File: config.mk
export PLATFORM = sky130hd
export DESIGN_NAME = ps2_host_tx
export DESIGN_NICKNAME = d
export VERILOG_FILES = /design/src/rtl/ps2_pkg.sv /design/src/rtl/ps2_line_sync.sv /design/src/rtl/ps2_host_tx.sv
export SDC_FILE = /design/constraint.sdc
export NUM_CORES = 1
export LEC_CHECK = 0
export BUFFER_PORTS_ARGS = -buffer_cell sky130_fd_sc_hd__buf_4
export CAP_MARGIN = 40
export CORE_MARGIN = 3
export CORE_UTILIZATION = 35
export CTS_CLUSTER_DIAMETER = 100
export DETAILED_ROUTE_END_ITERATION = 10
export HOLD_SLACK_MARGIN = 0.05
export PLACE_DENSITY_LB_ADDON = 0.2
export SYNTH_ARGS = -nofsm -noshare
export SYNTH_HDL_FRONTEND = slang
export SYNTH_SLANG_ARGS = --single-unit
File: constraint.sdc
create_clock -name clk -period 2.79 [get_ports clk]
set_input_delay 0.558 -clock clk [delete_from_list [all_inputs] [get_ports clk]]
set_output_delay 0.558 -clock clk [all_outputs]
set_load 0.01 [all_outputs]
File: src/rtl/ps2_pkg.sv
// ps2_pkg: shared definitions for the PS/2 host-to-device transmitter.
//   ps2_state_e  : transmitter FSM states
//   ERR_*        : err_code values reported by ps2_host_tx
//   CMD_*        : common keyboard command bytes
//   odd_parity() : PS/2 parity bit for a data byte
package ps2_pkg;

    typedef enum logic [2:0] {
        IDLE      = 3'd0,
        INHIBIT   = 3'd1,
        REQ       = 3'd2,
        SEND      = 3'd3,
        WAIT_ACK  = 3'd4,
        WAIT_IDLE = 3'd5,
        ERROR     = 3'd6
    } ps2_state_e;

    localparam logic [1:0] ERR_NONE    = 2'd0;
    localparam logic [1:0] ERR_TIMEOUT = 2'd1;
    localparam logic [1:0] ERR_NACK    = 2'd2;

    localparam logic [7:0] CMD_SET_LED = 8'hED;
    localparam logic [7:0] CMD_ECHO    = 8'hEE;
    localparam logic [7:0] CMD_ENABLE  = 8'hF4;
    localparam logic [7:0] CMD_RESET   = 8'hFF;

    // PS/2 frames use odd parity: data bits plus parity bit hold an odd number of ones.
    function automatic logic odd_parity(input logic [7:0] b);
        return ~^b;
    endfunction

endpackage

File: src/rtl/ps2_line_sync.sv
// ps2_line_sync: 2-FF synchronizer, level filter and falling-edge detector for
// the PS2_CLK pin.
//   clk, rst : system clock, synchronous active-high reset
//   pin      : raw asynchronous pin level
//   level    : filtered level; follows the synchronized pin only after
//              FILTER_LEN consecutive samples disagree with it
//   fall     : one-cycle pulse when level goes 1 -> 0
module ps2_line_sync #(
    parameter int FILTER_LEN = 4
) (
    input  logic clk,
    input  logic rst,
    input  logic pin,
    output logic level,
    output logic fall
);

    localparam int CW = $clog2(FILTER_LEN + 1);

    logic          sync_p0;
    logic          sync_p1;
    logic [CW-1:0] run_cnt;

    // The idle bus is high, so reset everything to the released level to
    // avoid a spurious fall after reset.
    always_ff @(posedge clk) begin
        if (rst) begin
            sync_p0 <= 1'b1;
            sync_p1 <= 1'b1;
            level   <= 1'b1;
            run_cnt <= '0;
            fall    <= 1'b0;
        end else begin
            // stage p0/p1: metastability synchronizer
            sync_p0 <= pin;
            sync_p1 <= sync_p0;
            // filter stage: count consecutive disagreeing samples
            fall <= 1'b0;
            if (sync_p1 == level) begin
                run_cnt <= '0;
            end else if (run_cnt == CW'(FILTER_LEN - 1)) begin
                level   <= sync_p1;
                run_cnt <= '0;
                fall    <= level;
            end else begin
                run_cnt <= run_cnt + 1'b1;
            end
        end
    end

endmodule

File: src/rtl/ps2_host_tx.sv
// ps2_host_tx: PS/2 host-to-device transmitter. Sends one command byte to the
// keyboard over open-drain PS2_CLK/PS2_DATA (oe=1 pulls the line low).
//   clk, rst        : system clock, synchronous active-high reset
//   tx_start        : one-cycle request, accepted only when idle
//   tx_data[7:0]    : byte to send, latched on accept
//   tx_busy         : high from accept until done or error
//   tx_done         : one-cycle pulse, byte sent and ACKed, bus idle again
//   tx_err          : one-cycle pulse on failure
//   err_code[1:0]   : 0 none, 1 timeout, 2 NACK; held until next accept
//   rx_inhibit      : copy of tx_busy, tells the receive decoder to ignore the bus
//   ps2_clk_i/data_i: raw pin levels
//   ps2_clk_oe/data_oe : 1 = pull the line low
// Build option: define PS2_TX_RETRY_EN to retry a failed transfer once with
// the same byte before reporting an error.
module ps2_host_tx
    import ps2_pkg::*;
#(
    parameter int INHIBIT_CYCLES = 12000,
    parameter int TIMEOUT_CYCLES = 2000000,
    parameter int FILTER_LEN     = 4
) (
    input  logic       clk,
    input  logic       rst,
    input  logic       tx_start,
    input  logic [7:0] tx_data,
    output logic       tx_busy,
    output logic       tx_done,
    output logic       tx_err,
    output logic [1:0] err_code,
    output logic       rx_inhibit,
    input  logic       ps2_clk_i,
    input  logic       ps2_data_i,
    output logic       ps2_clk_oe,
    output logic       ps2_data_oe
);

    localparam logic [2:0] S_IDLE      = IDLE;
    localparam logic [2:0] S_INHIBIT   = INHIBIT;
    localparam logic [2:0] S_REQ       = REQ;
    localparam logic [2:0] S_SEND      = SEND;
    localparam logic [2:0] S_WAIT_ACK  = WAIT_ACK;
    localparam logic [2:0] S_WAIT_IDLE = WAIT_IDLE;
    localparam logic [2:0] S_ERROR     = ERROR;

    localparam int IW = $clog2(INHIBIT_CYCLES + 1);
    localparam int TW = $clog2(TIMEOUT_CYCLES + 1);
    localparam int FW = $clog2(FILTER_LEN + 1);

    logic [2:0]    state;
    logic [7:0]    shreg;
    logic          parity;
    logic [3:0]    n_fall;
    logic [IW-1:0] inh_cnt;
    logic [TW-1:0] wdog;
    logic [FW-1:0] idle_cnt;

    logic          data_sync_p0;
    logic          data_sync_p1;
    logic          clk_level;
    logic          clk_fall;

    logic          accept;
    logic          watch_active;
    logic          idle_done;
    logic          nack_hit;
    logic          timeout_hit;
    logic          fail;
    logic [1:0]    fail_code;
    logic          retry_now;

    assign rx_inhibit = tx_busy;

    ps2_line_sync #(
        .FILTER_LEN (FILTER_LEN)
    ) u_clk_sync (
        .clk   (clk),
        .rst   (rst),
        .pin   (ps2_clk_i),
        .level (clk_level),
        .fall  (clk_fall)
    );

    // Data path: latched byte and DATA synchronizer carry no reset; they are
    // only consulted in states that are entered through an accept.
    always_ff @(posedge clk) begin
        // stage p0/p1: PS2_DATA synchronizer (no filtering; only sampled on a fall
        // or while waiting for the bus to go idle)
        data_sync_p0 <= ps2_data_i;
        data_sync_p1 <= data_sync_p0;
        if (accept) begin
            shreg  <= tx_data;
            parity <= odd_parity(tx_data);
        end
    end

    always_comb begin
        // A start pulse landing on the tx_done cycle is dropped.
        accept       = (state == S_IDLE) && tx_start && !tx_done;
        watch_active = (state == S_SEND) || (state == S_WAIT_ACK) || (state == S_WAIT_IDLE);
        idle_done    = (state == S_WAIT_IDLE) && clk_level && data_sync_p1 &&
                       (idle_cnt == FW'(FILTER_LEN - 1));
        nack_hit     = (state == S_WAIT_ACK) && clk_fall && data_sync_p1;
        // A fall that arrives on the last watchdog cycle still counts as progress.
        timeout_hit  = watch_active && !clk_fall && !idle_done &&
                       (wdog == TW'(TIMEOUT_CYCLES - 1));
        fail         = nack_hit || timeout_hit;
        fail_code    = nack_hit ? ERR_NACK : ERR_TIMEOUT;
    end

`ifdef PS2_TX_RETRY_EN
    logic retry_used;

    always_ff @(posedge clk) begin
        if (rst) begin
            retry_used <= 1'b0;
        end else if (accept) begin
            retry_used <= 1'b0;
        end else if (fail) begin
            retry_used <= 1'b1;
        end
    end

    assign retry_now = fail && !retry_used;
`else
    assign retry_now = 1'b0;
`endif

    always_ff @(posedge clk) begin
        if (rst) begin
            state       <= S_IDLE;
            tx_busy     <= 1'b0;
            tx_done     <= 1'b0;
            tx_err      <= 1'b0;
            err_code    <= ERR_NONE;
            ps2_clk_oe  <= 1'b0;
            ps2_data_oe <= 1'b0;
            n_fall      <= '0;
            inh_cnt     <= '0;
            wdog        <= '0;
            idle_cnt    <= '0;
        end else begin
            tx_done <= 1'b0;
            tx_err  <= 1'b0;

            if (watch_active) begin
                wdog <= clk_fall ? '0 : wdog + 1'b1;
            end

            case (state)
                S_IDLE: begin
                    if (accept) begin
                        state       <= S_INHIBIT;
                        tx_busy     <= 1'b1;
                        err_code    <= ERR_NONE;
                        ps2_clk_oe  <= 1'b1;
                        ps2_data_oe <= 1'b0;
                        inh_cnt     <= '0;
                    end
                end

                // Clock is released on the same edge the start bit is driven,
                // so clk_oe is high for exactly INHIBIT_CYCLES cycles.
                S_INHIBIT: begin
                    if (inh_cnt == IW'(INHIBIT_CYCLES - 1)) begin
                        state       <= S_REQ;
                        ps2_clk_oe  <= 1'b0;
                        ps2_data_oe <= 1'b1;
                    end else begin
                        inh_cnt <= inh_cnt + 1'b1;
                    end
                end

                S_REQ: begin
                    n_fall <= '0;
                    wdog   <= '0;
                    state  <= S_SEND;
                end

                // n_fall holds the number of falls already seen, so the bit
                // driven after this fall is indexed by its old value.
                S_SEND: begin
                    if (clk_fall) begin
                        n_fall <= n_fall + 1'b1;
                        if (n_fall < 4'd8) begin
                            ps2_data_oe <= ~shreg[n_fall[2:0]];
                        end else if (n_fall == 4'd8) begin
                            ps2_data_oe <= ~parity;
                        end else begin
                            ps2_data_oe <= 1'b0;
                            state       <= S_WAIT_ACK;
                        end
                    end
                end

                S_WAIT_ACK: begin
                    if (clk_fall && !data_sync_p1) begin
                        state    <= S_WAIT_IDLE;
                        idle_cnt <= '0;
                    end
                end

                S_WAIT_IDLE: begin
                    if (idle_done) begin
                        tx_done <= 1'b1;
                        tx_busy <= 1'b0;
                        state   <= S_IDLE;
                    end else if (clk_level && data_sync_p1) begin
                        idle_cnt <= idle_cnt + 1'b1;
                    end else begin
                        idle_cnt <= '0;
                    end
                end

                S_ERROR: begin
                    state <= S_IDLE;
                end

                default: begin
                    state <= S_IDLE;
                end
            endcase

            // Failure handling overrides whatever the state decided this cycle.
            if (retry_now) begin
                state       <= S_INHIBIT;
                ps2_clk_oe  <= 1'b1;
                ps2_data_oe <= 1'b0;
                inh_cnt     <= '0;
            end else if (fail) begin
                state       <= S_ERROR;
                tx_err      <= 1'b1;
                err_code    <= fail_code;
                tx_busy     <= 1'b0;
                ps2_clk_oe  <= 1'b0;
                ps2_data_oe <= 1'b0;
            end
        end
    end

endmodule

==> impl_metrics.ini <==
[pwr]
cellPowerDensity_nw_per_um2 = 533
pwr-share-seq = 0.532
clockPowerShare = 0.361
total_power_w = 0.00204
p_leak_nw = 1.32
comb_power_share = 0.107
p_sw_frac = 0.276
p_sw_w = 0.000563
ir_drop_mv = 0.272
p_int_w = 0.00148

[drt]
wl_per_cell_microns = 13.3
postRouteAntennaNets = 0
firstDrtPassIters = 4
via_per_inst = 5.00
wl_mm = 6.93
drt_iter0_drc = 95
vias = 2613
drc = 0

[sta]
skew_ns = 0.0139
worst_slack_ns = 0.676
fin_setup_tns_ns = 0
fin_crit_sh = 0.758
rsz0062_at_grt = no
worst_pin_slew_ns = 0.735
setup_viol = 0
post-route-min-period_ns = 2.11
hold_violations = 0
slew_headroom = 0.507
fmax_ghz = 0.473
slew_viol_final = 0

[cells_and_area]
area_growth_pct = 11.9
nets = 410
final_cell_mix = 61 x dfxtp_1, 50 x nor2_1, 27 x nand2_1
final_common_cell = dfxtp_1
drive_above_1_share = 0.142
num_antenna_cells = 0

[placed_design]
port_buffers = 20
place_congestion = 0.790
hpwl_mm = 4.85
pre_cts_slack_ns = 0.650

[status]
status = complete, no violations

[grt]
antenna_found_initial = 0
grt_usage = 0.135
globalRouteOverflowTotal = 0
grt_pass1_wl_mm = 12.2
grt_max_degree = 20
grt_pass1_vias = 2500

[worst_setup_path]
path_class = flop to flop
startpoint_type = flop
critPathRequiredTime_ns = 3.03
end_kind = flop
worstPathMaxFanout = 8
critPathArrivalTime_ns = 2.35

[logic_synthesis]
yosysSeqAreaShare = 0.435
syn_nets = 390
synth_top_area_frac = 0.356
syn_area_per_cell_sq_um = 9.29
async_flop_share = 0
syn_inst = 369
synth_edf_count = 9
synth.area.top_cells = dfxtp_1 36%, edfxtp_1 7.9%, nor2_1 5.5%
synthDistinctLibCells = 57
synth.cell_area_sq_um = 3430
yosysTopAreaCell = dfxtp_1
ys_ff_latch = 70
yosysWarningCount = 0
synthFlopType = dfxtp_1

[clock_network]
postCtsHoldBufs = 0
numClockSinks = 70
cts_resized = 0
htree_levels = 3
cts_setup_buffers = 0
clockBufferDepth = 2
cts_tree = yes
numCtsBuffers = 9
clk_latency_ns = 0.35
root_buffer = clkbuf_8
cts.clk_slew.worst_paths_ns = 0.07

[floorplan]
start_util = 0.366
fp.dieH_microns = 105
die_area_sq_um = 11000
dieWidth_microns = 105
core_area_sq_um = 9370
placementRows = 35
ios = 21

[job]
maxCapViolCount = 0

[worst_hold_path]
hold_path.class = input port to flop
[final cells by class]
class / instances / area, sq um
Clock buffer: 10 / 128
Sequential cell: 70 / 1490
Clock inverter: 6 / 47.5
Inverter: 13 / 48.8
Timing Repair Buffer: 25 / 188
Fill cell: 962 / 5540
Tap cell: 129 / 161
Multi-Input combinational cell: 270 / 1770
[power by group through the flow]
stage	clock network, W	registers [W]	logic (W)
detailed placement	0	0.00111	0.000222
finish	0.000737	0.00109	0.000219
floorplan	0	0.00110	0.000174
global route	0.000799	0.00109	0.000244
CTS	0.000765	0.00109	0.000222
global placement	0	0.00111	0.000221
[routing by layer]
metal | part of all wire | track usage
met1 | 0.50 | 0.179
met4 | 0.018 | 0.0478
met3 | 0.029 | 0.0408
met5 | 0 | 0
met2 | 0.46 | 0.208
[synth_stat cells, drive strengths merged (6+ instances only)]
cell     n
nand2b   7
xor2    18
nor2b    7
nor3     7
nand3   18
nor2    50
nand4   10
o21ai    8
dfxtp   61
ha       8
nand2   27
inv     13
clkbuf  10
buf      6
a31oi    6
a21oi   18
edfxtp   9
or3      7
xnor2   18
[cells by family (layout without fill, tap and decap cells)]
group	Yosys count	after routing	synth area share
AOI/OAI and AO/OA	56	56	0.116
buffers and inverters	29	54	0.0485
xor gates and xnor gates	36	36	0.0920
and+or+nand+nor	166	166	0.260
DFF	70	70	0.435
muxes	4	4	0.0190
adders and majority gates	8	8	0.0292
[registers in the layout (all words and copies together), names as in the netlist, 2 cells and up]
signal and cells:
wdog 21, inh_cnt 14, idle_cnt 3, u_clk_sync.run_cnt 3, state 3, err_code 2
n_fall 4, shreg 8
[critical path: stages, from the launching register on]
cell      delay, ns
dfxtp_1        0.38
ha_1           0.20
and4_1         0.29
or4b_4         0.55
a221oi_4       0.31
mux2i_1        0.21
nor2b_1        0.06
[path summary, 6_finish.rpt]
| check | start | end | cells past startpoint | slack, ns |
|---|---|---|---|---|
| setup reg to reg | inh_cnt[0] | ps2_data_oe | 6 | 0.68 |
| setup / recovery | inh_cnt[0] | ps2_data_oe | 6 | 0.68 |
| hold reg to reg | data_sync_p0 | data_sync_p1 | 0 | 0.33 |
| hold / removal | ps2_data_i | data_sync_p0 | 1 | 0.32 |
[through the flow]
stage | instance area, sq um | util | hold WS (ns) | std cells
6_report | 3830 | 0.409 | 0.316 | 523
3_5_place_dp | 3660 | 0.391 | 0.316 | 507
3_3_place_gp | 3660 | 0.391 | 0.315 | 507
5_1_grt | 3830 | 0.409 | 0.296 | 523
2_1_floorplan | 3430 | - | 0.310 | 369
4_1_cts | 3830 | 0.409 | 0.293 | 523
Note: power is estimated with default switching activity, not from simulation.
